==> src/rtl/lzc_pkg.sv <==
// Shared definitions for the leading/trailing-zero counter and normaliser.
package lzc_pkg;

    // Count direction encodings for the MODE parameter.
    localparam int MODE_LEADING  = 32'sd0;
    localparam int MODE_TRAILING = 32'sd1;

    // Reference configuration of the reciprocal datapath front end.
    localparam int WIDTH_DEF = 32'sd24;
    localparam int GROUP_DEF = 32'sd4;

    // Ceiling log2; the number of bits needed to index 'value' items.
    function automatic int clog2(input int value);
        int res;
        int pow;
        res = 32'sd0;
        pow = 32'sd1;
        while (pow < value) begin
            pow = pow * 32'sd2;
            res = res + 32'sd1;
        end
        return res;
    endfunction

    // Number of first-level groups for a given operand and group width.
    function automatic int calc_ng(input int width, input int group);
        return width / group;
    endfunction

    // Width of the zero count, wide enough to hold 'width' itself.
    function automatic int calc_cw(input int width);
        return clog2(width + 32'sd1);
    endfunction

    // Width of a group-local count; never narrower than one bit.
    function automatic int calc_lw(input int group);
        return (clog2(group) < 32'sd1) ? 32'sd1 : clog2(group);
    endfunction

    localparam int NG = calc_ng(WIDTH_DEF, GROUP_DEF);
    localparam int CW = calc_cw(WIDTH_DEF);

endpackage

==> src/rtl/lzc_group.sv <==
// First-level group detector: all-zero flag and MSB-side local zero count.
module lzc_group
    import lzc_pkg::*;
#(
    parameter int GROUP = 4,
    localparam int LW = calc_lw(GROUP)
) (
    input  logic [GROUP-1:0] grp_data,
    output logic             grp_zero,
    output logic [LW-1:0]    grp_count
);

    // Scan upward so the highest set bit is the last one to win the count.
    always_comb begin
        grp_zero  = 1'b1;
        grp_count = {LW{1'b0}};
        for (int i = 0; i < GROUP; i++) begin
            grp_count = grp_data[i] ? LW'(GROUP - 1 - i) : grp_count;
            grp_zero  = grp_zero & ~grp_data[i];
        end
    end

endmodule

==> src/rtl/lzc_norm_pipe.sv <==
// Two-stage pipelined leading/trailing-zero counter and normaliser.
// Stage 1 registers group detector results; stage 2 encodes, shifts and
// registers every output. Trailing mode reuses the leading-zero path by
// bit-reversing the operand on entry and the normalised value on exit.
module lzc_norm_pipe
    import lzc_pkg::*;
#(
    parameter int WIDTH = 24,
    parameter int GROUP = 4,
    parameter int MODE  = 0,
    parameter int TAG_W = 4,
    localparam int CW = calc_cw(WIDTH)
) (
    input  logic             clk,
    input  logic             reset,
    input  logic             in_valid,
    output logic             in_ready,
    input  logic [WIDTH-1:0] in_data,
    input  logic [TAG_W-1:0] in_tag,
    output logic             out_valid,
    input  logic             out_ready,
    output logic [CW-1:0]    out_count,
    output logic             out_zero,
    output logic [WIDTH-1:0] out_norm,
    output logic [TAG_W-1:0] out_tag
);

    localparam int N_GRP = calc_ng(WIDTH, GROUP);
    localparam int LW    = calc_lw(GROUP);

    if ((WIDTH % GROUP) != 0 || WIDTH < 2 * GROUP) begin : g_bad_width
        $error("lzc_norm_pipe: WIDTH must be a multiple of GROUP and at least 2*GROUP");
    end
    if (MODE != MODE_LEADING && MODE != MODE_TRAILING) begin : g_bad_mode
        $error("lzc_norm_pipe: MODE must be 0 or 1");
    end

    logic [WIDTH-1:0] op_s;
    logic [N_GRP-1:0] grp_zero_s;
    logic [LW-1:0]    grp_cnt_s [N_GRP];

    logic             s1_valid_r;
    logic [N_GRP-1:0] s1_zero_r;
    logic [LW-1:0]    s1_cnt_r [N_GRP];
    logic [WIDTH-1:0] s1_data_r;
    logic [TAG_W-1:0] s1_tag_r;

    logic [CW-1:0]    enc_count_s;
    logic             enc_zero_s;
    logic [WIDTH-1:0] shift_s;
    logic [WIDTH-1:0] norm_s;

    logic             adv_s;
    logic             in_ready_s;

    logic             out_valid_r;
    logic [CW-1:0]    out_count_r;
    logic             out_zero_r;
    logic [WIDTH-1:0] out_norm_r;
    logic [TAG_W-1:0] out_tag_r;

    if (MODE == MODE_TRAILING) begin : g_rev
        // Mirror the operand on entry and the normalised value on exit.
        always_comb begin
            op_s   = {WIDTH{1'b0}};
            norm_s = {WIDTH{1'b0}};
            for (int i = 0; i < WIDTH; i++) begin
                op_s[i]   = in_data[WIDTH-1-i];
                norm_s[i] = shift_s[WIDTH-1-i];
            end
        end
    end else begin : g_fwd
        assign op_s   = in_data;
        assign norm_s = shift_s;
    end

    // Group 0 is the most-significant slice of the (possibly mirrored) operand.
    for (genvar g = 0; g < N_GRP; g++) begin : g_grp
        lzc_group #(.GROUP(GROUP)) u_grp (
            .grp_data  (op_s[WIDTH-1-g*GROUP -: GROUP]),
            .grp_zero  (grp_zero_s[g]),
            .grp_count (grp_cnt_s[g])
        );
    end

    // Stage 2 moves when its result is taken or it holds nothing.
    assign adv_s      = out_ready | ~out_valid_r;
    assign in_ready_s = ~s1_valid_r | adv_s;
    assign in_ready   = in_ready_s;

    // Stage 1 register: detector flags, local counts, operand and tag.
    always_ff @(posedge clk) begin
        if (reset) begin
            s1_valid_r <= 1'b0;
            s1_zero_r  <= {N_GRP{1'b0}};
            s1_data_r  <= {WIDTH{1'b0}};
            s1_tag_r   <= {TAG_W{1'b0}};
            for (int g = 0; g < N_GRP; g++) begin
                s1_cnt_r[g] <= {LW{1'b0}};
            end
        end else if (in_ready_s) begin
            s1_valid_r <= in_valid;
            if (in_valid) begin
                s1_zero_r <= grp_zero_s;
                s1_data_r <= op_s;
                s1_tag_r  <= in_tag;
                for (int g = 0; g < N_GRP; g++) begin
                    s1_cnt_r[g] <= grp_cnt_s[g];
                end
            end
        end
    end

    // Priority-encode the first non-zero group and shift its leading one to the top.
    always_comb begin
        enc_count_s = CW'(WIDTH);
        enc_zero_s  = 1'b1;
        for (int g = N_GRP - 1; g >= 0; g--) begin
            enc_count_s = s1_zero_r[g] ? enc_count_s
                                       : (CW'(g * GROUP) + CW'(s1_cnt_r[g]));
            enc_zero_s  = enc_zero_s & s1_zero_r[g];
        end
        shift_s = enc_zero_s ? {WIDTH{1'b0}} : (s1_data_r << enc_count_s);
    end

    // Stage 2 output register; holds its contents while the consumer stalls.
    always_ff @(posedge clk) begin
        if (reset) begin
            out_valid_r <= 1'b0;
            out_count_r <= {CW{1'b0}};
            out_zero_r  <= 1'b0;
            out_norm_r  <= {WIDTH{1'b0}};
            out_tag_r   <= {TAG_W{1'b0}};
        end else if (adv_s) begin
            out_valid_r <= s1_valid_r;
            if (s1_valid_r) begin
                out_count_r <= enc_count_s;
                out_zero_r  <= enc_zero_s;
                out_norm_r  <= norm_s;
                out_tag_r   <= s1_tag_r;
            end
        end
    end

    assign out_valid = out_valid_r;
    assign out_count = out_count_r;
    assign out_zero  = out_zero_r;
    assign out_norm  = out_norm_r;
    assign out_tag   = out_tag_r;

endmodule

==> config.mk <==
export PLATFORM = sky130hd
export DESIGN_NAME = lzc_norm_pipe
export DESIGN_NICKNAME = d
export VERILOG_FILES = /design/src/rtl/lzc_pkg.sv /design/src/rtl/lzc_group.sv /design/src/rtl/lzc_norm_pipe.sv
export SDC_FILE = /design/constraint.sdc
export NUM_CORES = 1
export LEC_CHECK = 0
export CAP_MARGIN = 20
export CORE_UTILIZATION = 58
export CTS_CLUSTER_SIZE = 10
export DETAILED_ROUTE_END_ITERATION = 6
export GPL_TIMING_DRIVEN = 0
export PLACE_DENSITY = 0.85
export SLEW_MARGIN = 20
export SYNTH_ARGS = -nofsm -noshare
export SYNTH_HDL_FRONTEND = slang
export SYNTH_SLANG_ARGS = --single-unit
==> constraint.sdc <==
create_clock -name clk -period 5.4 [get_ports clk]
set_input_delay 1.08 -clock clk [delete_from_list [all_inputs] [get_ports clk]]
set_output_delay 1.08 -clock clk [all_outputs]
set_load 0.05 [all_outputs]
Yosys cells after proc, flatten, opt, wreduce, memory -nomap -nowiden. Memory sizes are Yosys's and may differ from the RTL's. Cells that the tools add are included.

Flip-flop bits (word level): 70. Logic and storage cells: 118. Bits in writable memories: 12. Memories: 1.

Memory list: s1_cnt_r (words 6, width 2, read ports 6, clocked after Yosys merged registers in 0, wr ports 6, RTL line lzc_norm_pipe.sv:44) `logic [LW-1:0] s1_cnt_r [N_GRP];`.

Reduce and logical (&&, ||, !) cells: 2. Bitwise operators: 57. Muxes and demuxes: 43. Add/sub/neg operators: 5. Shift operators: 1.

Operators with widths (number): $mux 2 (30); $mux 5 (6); $not 1->1 (26); $mux 24 (1); $shl 24x5->24 (1); $and 1x1->1 (23); $add 4x2->5 const A (2); $add 5x2->5 const A (2); $or 1x1->1 (8); $mux 1 (6); $add 3x2->4 const A (1); $reduce_and 2->1 (2).

Logic depth before layout (Yosys ltp). Gate-level depths: netlist (run 1).

Depth in word-level cells: 9. Mapped depth: 10. Mapped depth without buffers: 7.

Modules after synthesis. A second synthesis (run 1) with hierarchy kept.

Cell total of the unflattened synthesis: 467. Area, all modules: 4346.7 sq um.

By module, submodules not included: lzc_norm_pipe (area each 4129.0 sq um, times used 1, cells each 431); lzc_group (area each 36.3 sq um, times used 6, cells each 6).

Least setup slack after synthesis (run 1). OpenSTA, ideal clock, no wires.

Path type: input -> register. Start point: input out_ready. End point: memory s1_cnt_r[0][0] (netlist name) (enable). Arrival time: 2.388 ns. Data required time: 5.080 ns. Library setup time: 0.320 ns. Stages: 5. Path buffers: 1. Setup slack: 2.692 ns. Path through: nor2b_1 > nand2_1 > a21oi_1 > clkbuf_1 > inv_1.

RTL lines: start: declaration (RTL line lzc_norm_pipe.sv:21) `input logic out_ready,`; end: declaration (RTL line lzc_norm_pipe.sv:44).

Worst setup path after layout (run 1).
Start point: input out_ready. End point: output in_ready.

Longest elaborated chain between the ends: 2.

Ends and longest elaborated chain: $or 1x1->1 (RTL line lzc_norm_pipe.sv:87) `assign adv_s = out_ready | ~out_valid_r;`; $or 1x1->1 (RTL line lzc_norm_pipe.sv:88) `assign in_ready_s = ~s1_valid_r | adv_s;`; end: declaration (RTL line lzc_norm_pipe.sv:17) `output logic in_ready,`.

Every way passes these cells.

==> flow_summary.json, run 1 <==
{
  "initial_utilization_pct": 59.7,
  "synth_cell_types": 59,
  "ant_nets": 0,
  "clk_pin_slew_worst_paths_ns": 0.09,
  "slowest_delay_ns": 0.83,
  "antenna_found_initial": 0,
  "cts_sinks": 82,
  "worst-setup-path-type": "in -> out",
  "layout.nets": 599,
  "num_rows": 31,
  "max_cap_viol_count": 0,
  "finalClockSkew_ns": 0.0159,
  "top_usage_layer": "met2",
  "nFillCells": 586,
  "clock_latency_ns": 0.36,
  "worst_r2r_path_depth": 9,
  "syn_inst": 489,
  "cts_resized": 0,
  "num_io_pins": 68,
  "ys_async_sr_fraction_pct": 0,
  "cts_tree": "yes",
  "cts_setup_buffers": 0,
  "max_slew_margin_pct": 39.8,
  "drv_slew": 0,
  "min_path_type": "reg -> reg",
  "cp_num_buf_inv": 2,
  "p_leak_nw": 2.00,
  "synth-warning-count": 0,
  "post-route-period-util_pct": 68.1,
  "ys_seq_area_share_pct": 40.9,
  "min_from": "out_tag[2]",
  "syn_nets": 521,
  "die_area_um2": 7780,
  "ys_ff_latch": 82,
  "r2r-start": "s1_zero_r[0]",
  "detailed_place_hpwl_mm": 10.9,
  "grt_max_degree": 19,
  "die_w_um": 88.2,
  "synth_edf_count": 12,
  "hold_violations": 0,
  "grt_use_met2_pct": 60.8,
  "clockPowerShare_pct": 31.4,
  "avgRoutedWirePerCell_um": 21.3,
  "multi_input_area_um2": 2310,
  "path_max_fanout": 4,
  "seqPwrFrac_pct": 48.7,
  "avgSynthCellArea_um2": 8.81,
  "crit_path_end_kind": "output port",
  "grt_pass1_wl_mm": 21.9,
  "rr_endpoint": "out_norm[21]",
  "period_needed_ns": 3.68,
  "drt_iter0_markers": 443,
  "die_h_um": 88.2,
  "p_sw_mw": 0.439,
  "drc": 0,
  "whs_endpoint": "out_tag[2]",
  "rsz0062_at_grt": "no",
  "cts-root-buf": "clkbuf_8",
  "startpoint_type": "input port",
  "synth_area_um2": 4310,
  "hold_depth": 2,
  "cp.arrival_ns": 2.60,
  "rrSetupSlack_ns": 2.59,
  "path_delay_family": "buffers and inverters",
  "drt_pre_antenna_iters": 6,
  "grt_use_total_pct": 38.2,
  "p_per_area_nw_per_um2": 260,
  "num_antenna_cells": 0,
  "drive_above_1_share_pct": 8.22,
  "grt.met1_usage_pct": 50.5,
  "drt-total-wl_mm": 14.3,
  "setup_viol": 0,
  "grt-ovfl-total": 0,
  "cts_buffers": 9,
  "p_sw_share_pct": 31.9,
  "outcome": "complete, no violations",
  "comb_power_share_pct": 19.9,
  "vias": 4466,
  "grt_pass1_vias": 4043,
  "via_per_inst": 6.66,
  "critical_path_required_ns": 4.32,
  "power_mw": 1.38,
  "syn_to_final_growth_pct": 22.7,
  "crit_slowest_cell": "clkdlybuf4s50_1",
  "clk_path_buf_depth": 2,
  "cts_hold_buf": 0,
  "ys.flop_type": "dfxtp_1",
  "coreArea_um2": 7210,
  "regArea_um2": 1760,
  "tns_ns": 0,
  "crit_path_cell_trace": "clkdlybuf4s50_1, nor2b_1, nand2_1, clkdlybuf4s50_1",
  "worst-slew-pin-transition_ns": 0.896,
  "gp_congestion": 0.947,
  "cpMostUsedCell": "clkdlybuf4s50_1",
  "p_int_mw": 0.937,
  "grtUsageMet3_pct": 4.81,
  "max_freq_mhz": 272,
  "io_buffers": 67,
  "peakVddDrop_mv": 0.183,
  "cts_max_level": 3
}
## logic make-up (layout without fill, tap and decap cells)
family          Yosys count  in the layout  share of synthesized area (%)
mux                      30             30                           8.42
simple gates            158            158                           17.1
flops                    82             82                           40.9
compound gates          170            170                           28.2
buf+inv                  49            132                           5.40
## cell usage after synthesis (all sizes together), types with 6 or more instances
master	n	area [um^2]
buf	17	113
a211oi	11	82.6
nand2b	7	43.8
nand2	56	210
a22o	26	228
clkbuf	17	63.8
dfxtp	70	1400
inv	15	56.3
o22ai	8	50.1
nor4	6	37.5
a21oi	43	219
nor2	33	131
nand3	12	60.1
a22oi	10	75.1
nor3	24	120
a221oi	9	78.8
edfxtp	12	360
o21ai	22	110
mux2i	22	220
## layout by cell type, fill, tap and decap left out, types with 3 or more instances in the layout
cell type	n
o21ai_0	22
a22oi_1	10
nand2_1	56
a211oi_1	11
a221oi_1	9
nand3b_1	4
a311oi_1	3
a31o_2	3
dfxtp_1	70
o22ai_1	8
a22o_1	26
mux2_2	4
o21a_1	4
mux2i_1	22
nor4_1	6
and2_1	4
inv_1	15
nand2b_1	7
clkbuf_8	10
a21o_1	3
nor3_1	24
clkdlybuf4s50_1	67
edfxtp_1	12
nand4_1	3
nand3_1	12
a211o_1	3
a31oi_1	4
clkbuf_1	17
nor2_1	32
or3_1	3
a21oi_1	42
buf_2	11
## per-stage QoR
step                      instances  area, um^2  setup slack [ns]  hold slack, ns  util [%]
after floorplan                 489        4310              2.69           0.432         -
after global placement          655        5100              1.76           0.440      70.7
after detailed placement        655        5100              1.75           0.449      70.7
after CTS                       671        5290              1.74           0.461      73.3
after global routing            671        5290              1.67           0.488      73.3
final                           671        5290              1.72           0.459      73.3
## worst register-to-register path, cell delays in order (launching register included)
cell and delay, ns:
dfxtp_1 0.39, buf_2 0.24, nand2b_1 0.19, o22ai_1 0.27
a21o_1 0.20, buf_2 0.31, buf_2 0.33, o32ai_1 0.13
a211oi_1 0.47, a32o_1 0.24
## power by group through the flow
stage / clock network [mW] / registers (mW) / logic [mW]
2_1_floorplan: 0 / 0.706 / 0.140
3_3_place_gp: 0 / 0.681 / 0.262
3_5_place_dp: 0 / 0.683 / 0.266
4_1_cts: 0.426 / 0.669 / 0.267
5_1_grt: 0.452 / 0.673 / 0.290
6_report: 0.432 / 0.670 / 0.274
## final cells by class
cell class / count / share of cell area, %
plain buffers: 34 / 3.34
flip-flops and latches: 82 / 33.3
repair buffers: 67 / 12.7
clock buffers: 10 / 2.60
clock inverters: 6 / 0.876
well taps: 99 / 2.34
multi-input cells: 358 / 43.8
inverters: 15 / 1.07
## worst max-delay path by stage
stage	from	end	slack (ns)	cells past startpoint
3_3_place_gp	out_ready	in_ready	1.76	4
4_1_cts	out_ready	in_ready	1.74	4
5_1_grt	out_ready	in_ready	1.67	4
3_5_place_dp	out_ready	in_ready	1.75	4
6_report	out_ready	in_ready	1.72	4
2_1_floorplan	out_ready	s1_cnt_r[0][0]	2.69	5
## state kept, by name, indices dropped and copies added, names as in the netlist
| register | flops |
|---|---|
| out_valid | 1 |
| out_count | 5 |
| out_norm | 24 |
| s1_valid_r | 1 |
| s1_cnt_r | 12 |
| s1_data_r | 24 |
| s1_zero_r | 6 |
| s1_tag_r | 4 |
| out_tag | 4 |
| out_zero | 1 |
## metal layers
layer,part of all wire (%),vias up
met3,8.2,55
met5,0,-
li1,-,2013
met1,41,2119
met2,46,279
met4,5.0,0
(Power assumes the default switching activity.)
==> run 2, diff against run 1 <==
CORE_UTILIZATION = 49   (was 58)
PLACE_DENSITY = 0.77   (was 0.85)
clock period = 3.3 ns   (was 5.4 ns; I/O delays follow)
==> run 2 against run 1 <==
  * Utilization shrank 10 points
  * Total power rose by 63%
  * Register-to-register slack lost 2.4 ns
  * Via count down 3.0%
  * Non-clock buffer count unchanged
  * First-iteration DRC count fell by 23%
  * Routed wire length decreased by 1.0%
  * Sequential share of layout area fell by 0.055 points
  * Clock skew is 0.0015 ns higher
==> flow_summary.json, run 2 (same netlist as run 1, synthesis figures left out) <==
{
  "outcome": "complete, no violations",
  "power_mw": 2.24,
  "cts-root-buf": "clkbuf_8",
  "drt-total-wl_mm": 14.1,
  "worst-slew-pin-transition_ns": 0.931,
  "drv_slew": 0,
  "peakVddDrop_mv": 0.253,
  "crit_path_cell_trace": "buf_2, nand2b_1, o22ai_1, a21oi_1, nor3_1, o221a_2, a21oi_1, a311oi_1",
  "dpl_worst_slack_ns": 0.329,
  "mostFrequentLayoutCell": "dfxtp_1",
  "drive_above_1_share_pct": 8.22,
  "num_rows": 33,
  "tns_ns": 0,
  "grt_max_degree": 19,
  "io_buffers": 67,
  "ant_nets": 0,
  "min_path_type": "reg -> reg",
  "hold-worst-slack_ns": 0.460,
  "final_cell_mix": "dfxtp_1 (70), clkdlybuf4s50_1 (67), nand2_1 (56), a21oi_1 (42), nor2_1 (32)",
  "hold_violations": 0,
  "layout.nets": 599,
  "avgRoutedWirePerCell_um": 20.9,
  "via_per_inst": 6.40,
  "die_area_um2": 9170,
  "cts_sinks": 82,
  "p_leak_nw": 1.99,
  "drc": 0,
  "drt_iter0_markers": 341,
  "die_w_um": 95.8,
  "crit_path_end_kind": "flop",
  "rsz0062_at_grt": "no",
  "cts_hold_buf": 0,
  "finalClockSkew_ns": 0.0175,
  "cpMostUsedCell": "a21oi_1",
  "clk_pin_slew_worst_paths_ns": 0.09,
  "cts_max_level": 3,
  "num_antenna_cells": 0,
  "cts_buffers": 9,
  "coreArea_um2": 8380,
  "slowest_delay_ns": 0.81,
  "max_slew_margin_pct": 37.4,
  "cts_setup_buffers": 0,
  "dp_cells": 661,
  "clock_latency_ns": 0.37,
  "setup_viol": 0,
  "syn_to_final_growth_pct": 22.9,
  "rrSetupSlack_ns": 0.21,
  "grt_pass1_wl_mm": 21.7,
  "max_freq_mhz": 324,
  "cts_resized": 0,
  "vias": 4333,
  "detailed_place_hpwl_mm": 11.1,
  "gp_congestion": 0.973,
  "grt_use_total_pct": 32.2,
  "clk_path_buf_depth": 2,
  "period_needed_ns": 3.09,
  "worst-setup-path-type": "reg -> reg",
  "setup_ws_ns": 0.214,
  "antenna_found_initial": 0,
  "drt_pre_antenna_iters": 5,
  "cp.arrival_ns": 3.36,
  "finalNonFillerCells": 677,
  "critical_path_required_ns": 3.58,
  "grt-ovfl-total": 0,
  "post-route-period-util_pct": 93.5,
  "crit_slowest_cell": "nor3_1",
  "initial_utilization_pct": 51.4,
  "num_io_pins": 68,
  "p_per_area_nw_per_um2": 424,
  "max_cap_viol_count": 0,
  "startpoint_type": "flop",
  "path_max_fanout": 10,
  "die_h_um": 95.8,
  "grt_pass1_vias": 3935,
  "cts_tree": "yes"
}
run 2: cell count changes in the layout (fill, tap and decap cells not counted):
cell        previous run  this run
inv_4                  2         1
inv_6                  2         1
clkinvlp_4             0         1
clkinv_4               0         1
run 2: layer usage:
layer / vias up / track usage, % / share of wire, %
li1: 2012 / - / -
met1: 2081 / 43.3 / 44
met2: 200 / 51.5 / 47
met3: 40 / 3.71 / 5.3
met4: 0 / 15.4 / 3.6
met5: - / 0 / 0
run 2: report_power, final:
part / internal, mW / total, mW / leakage, nW / switching (mW)
Sequential: 1.06 / 1.10 / 0.704 / 0.0375
Combinational: 0.169 / 0.446 / 1.19 / 0.277
Clock: 0.302 / 0.702 / 0.0951 / 0.400
Total: 1.53 / 2.24 / 1.99 / 0.714
run 2: final timing paths:
check | startpoint | endpoint | depth (start not counted)
max | s1_zero_r[0] | out_norm[20] | 8
min | out_count[4] | out_count[4] | 2
max reg2reg | s1_zero_r[0] | out_norm[20] | 8
min reg2reg | out_count[4] | out_count[4] | 2
run 2: final cells by class:
type / instances / area [um^2]
fillers: 746 / 3090
repair buffers: 67 / 671
plain buffers: 34 / 176
flip-flops and latches: 82 / 1760
multi-input cells: 358 / 2310
clock buffers: 10 / 138
well taps: 105 / 131
clock inverters: 6 / 47.5
inverters: 15 / 56.3
run 2: metrics by stage:
| step | instance area (um^2) | utilization (%) |
|---|---|---|
| floorplan | 4310 | - |
| finish | 5300 | 63.2 |
| detailed placement | 5110 | 61.0 |
| global route | 5300 | 63.2 |
| CTS | 5300 | 63.2 |
| global placement | 5110 | 61.0 |
run 2: critical path: cells and delay by family, from the launching register on:
family | cells | cell delay [ns]
buffers and inverters | 1 | 0.28
AOI/OAI and AO/OA | 5 | 1.29
and+or+nand+nor | 2 | 1.04
DFF | 1 | 0.40
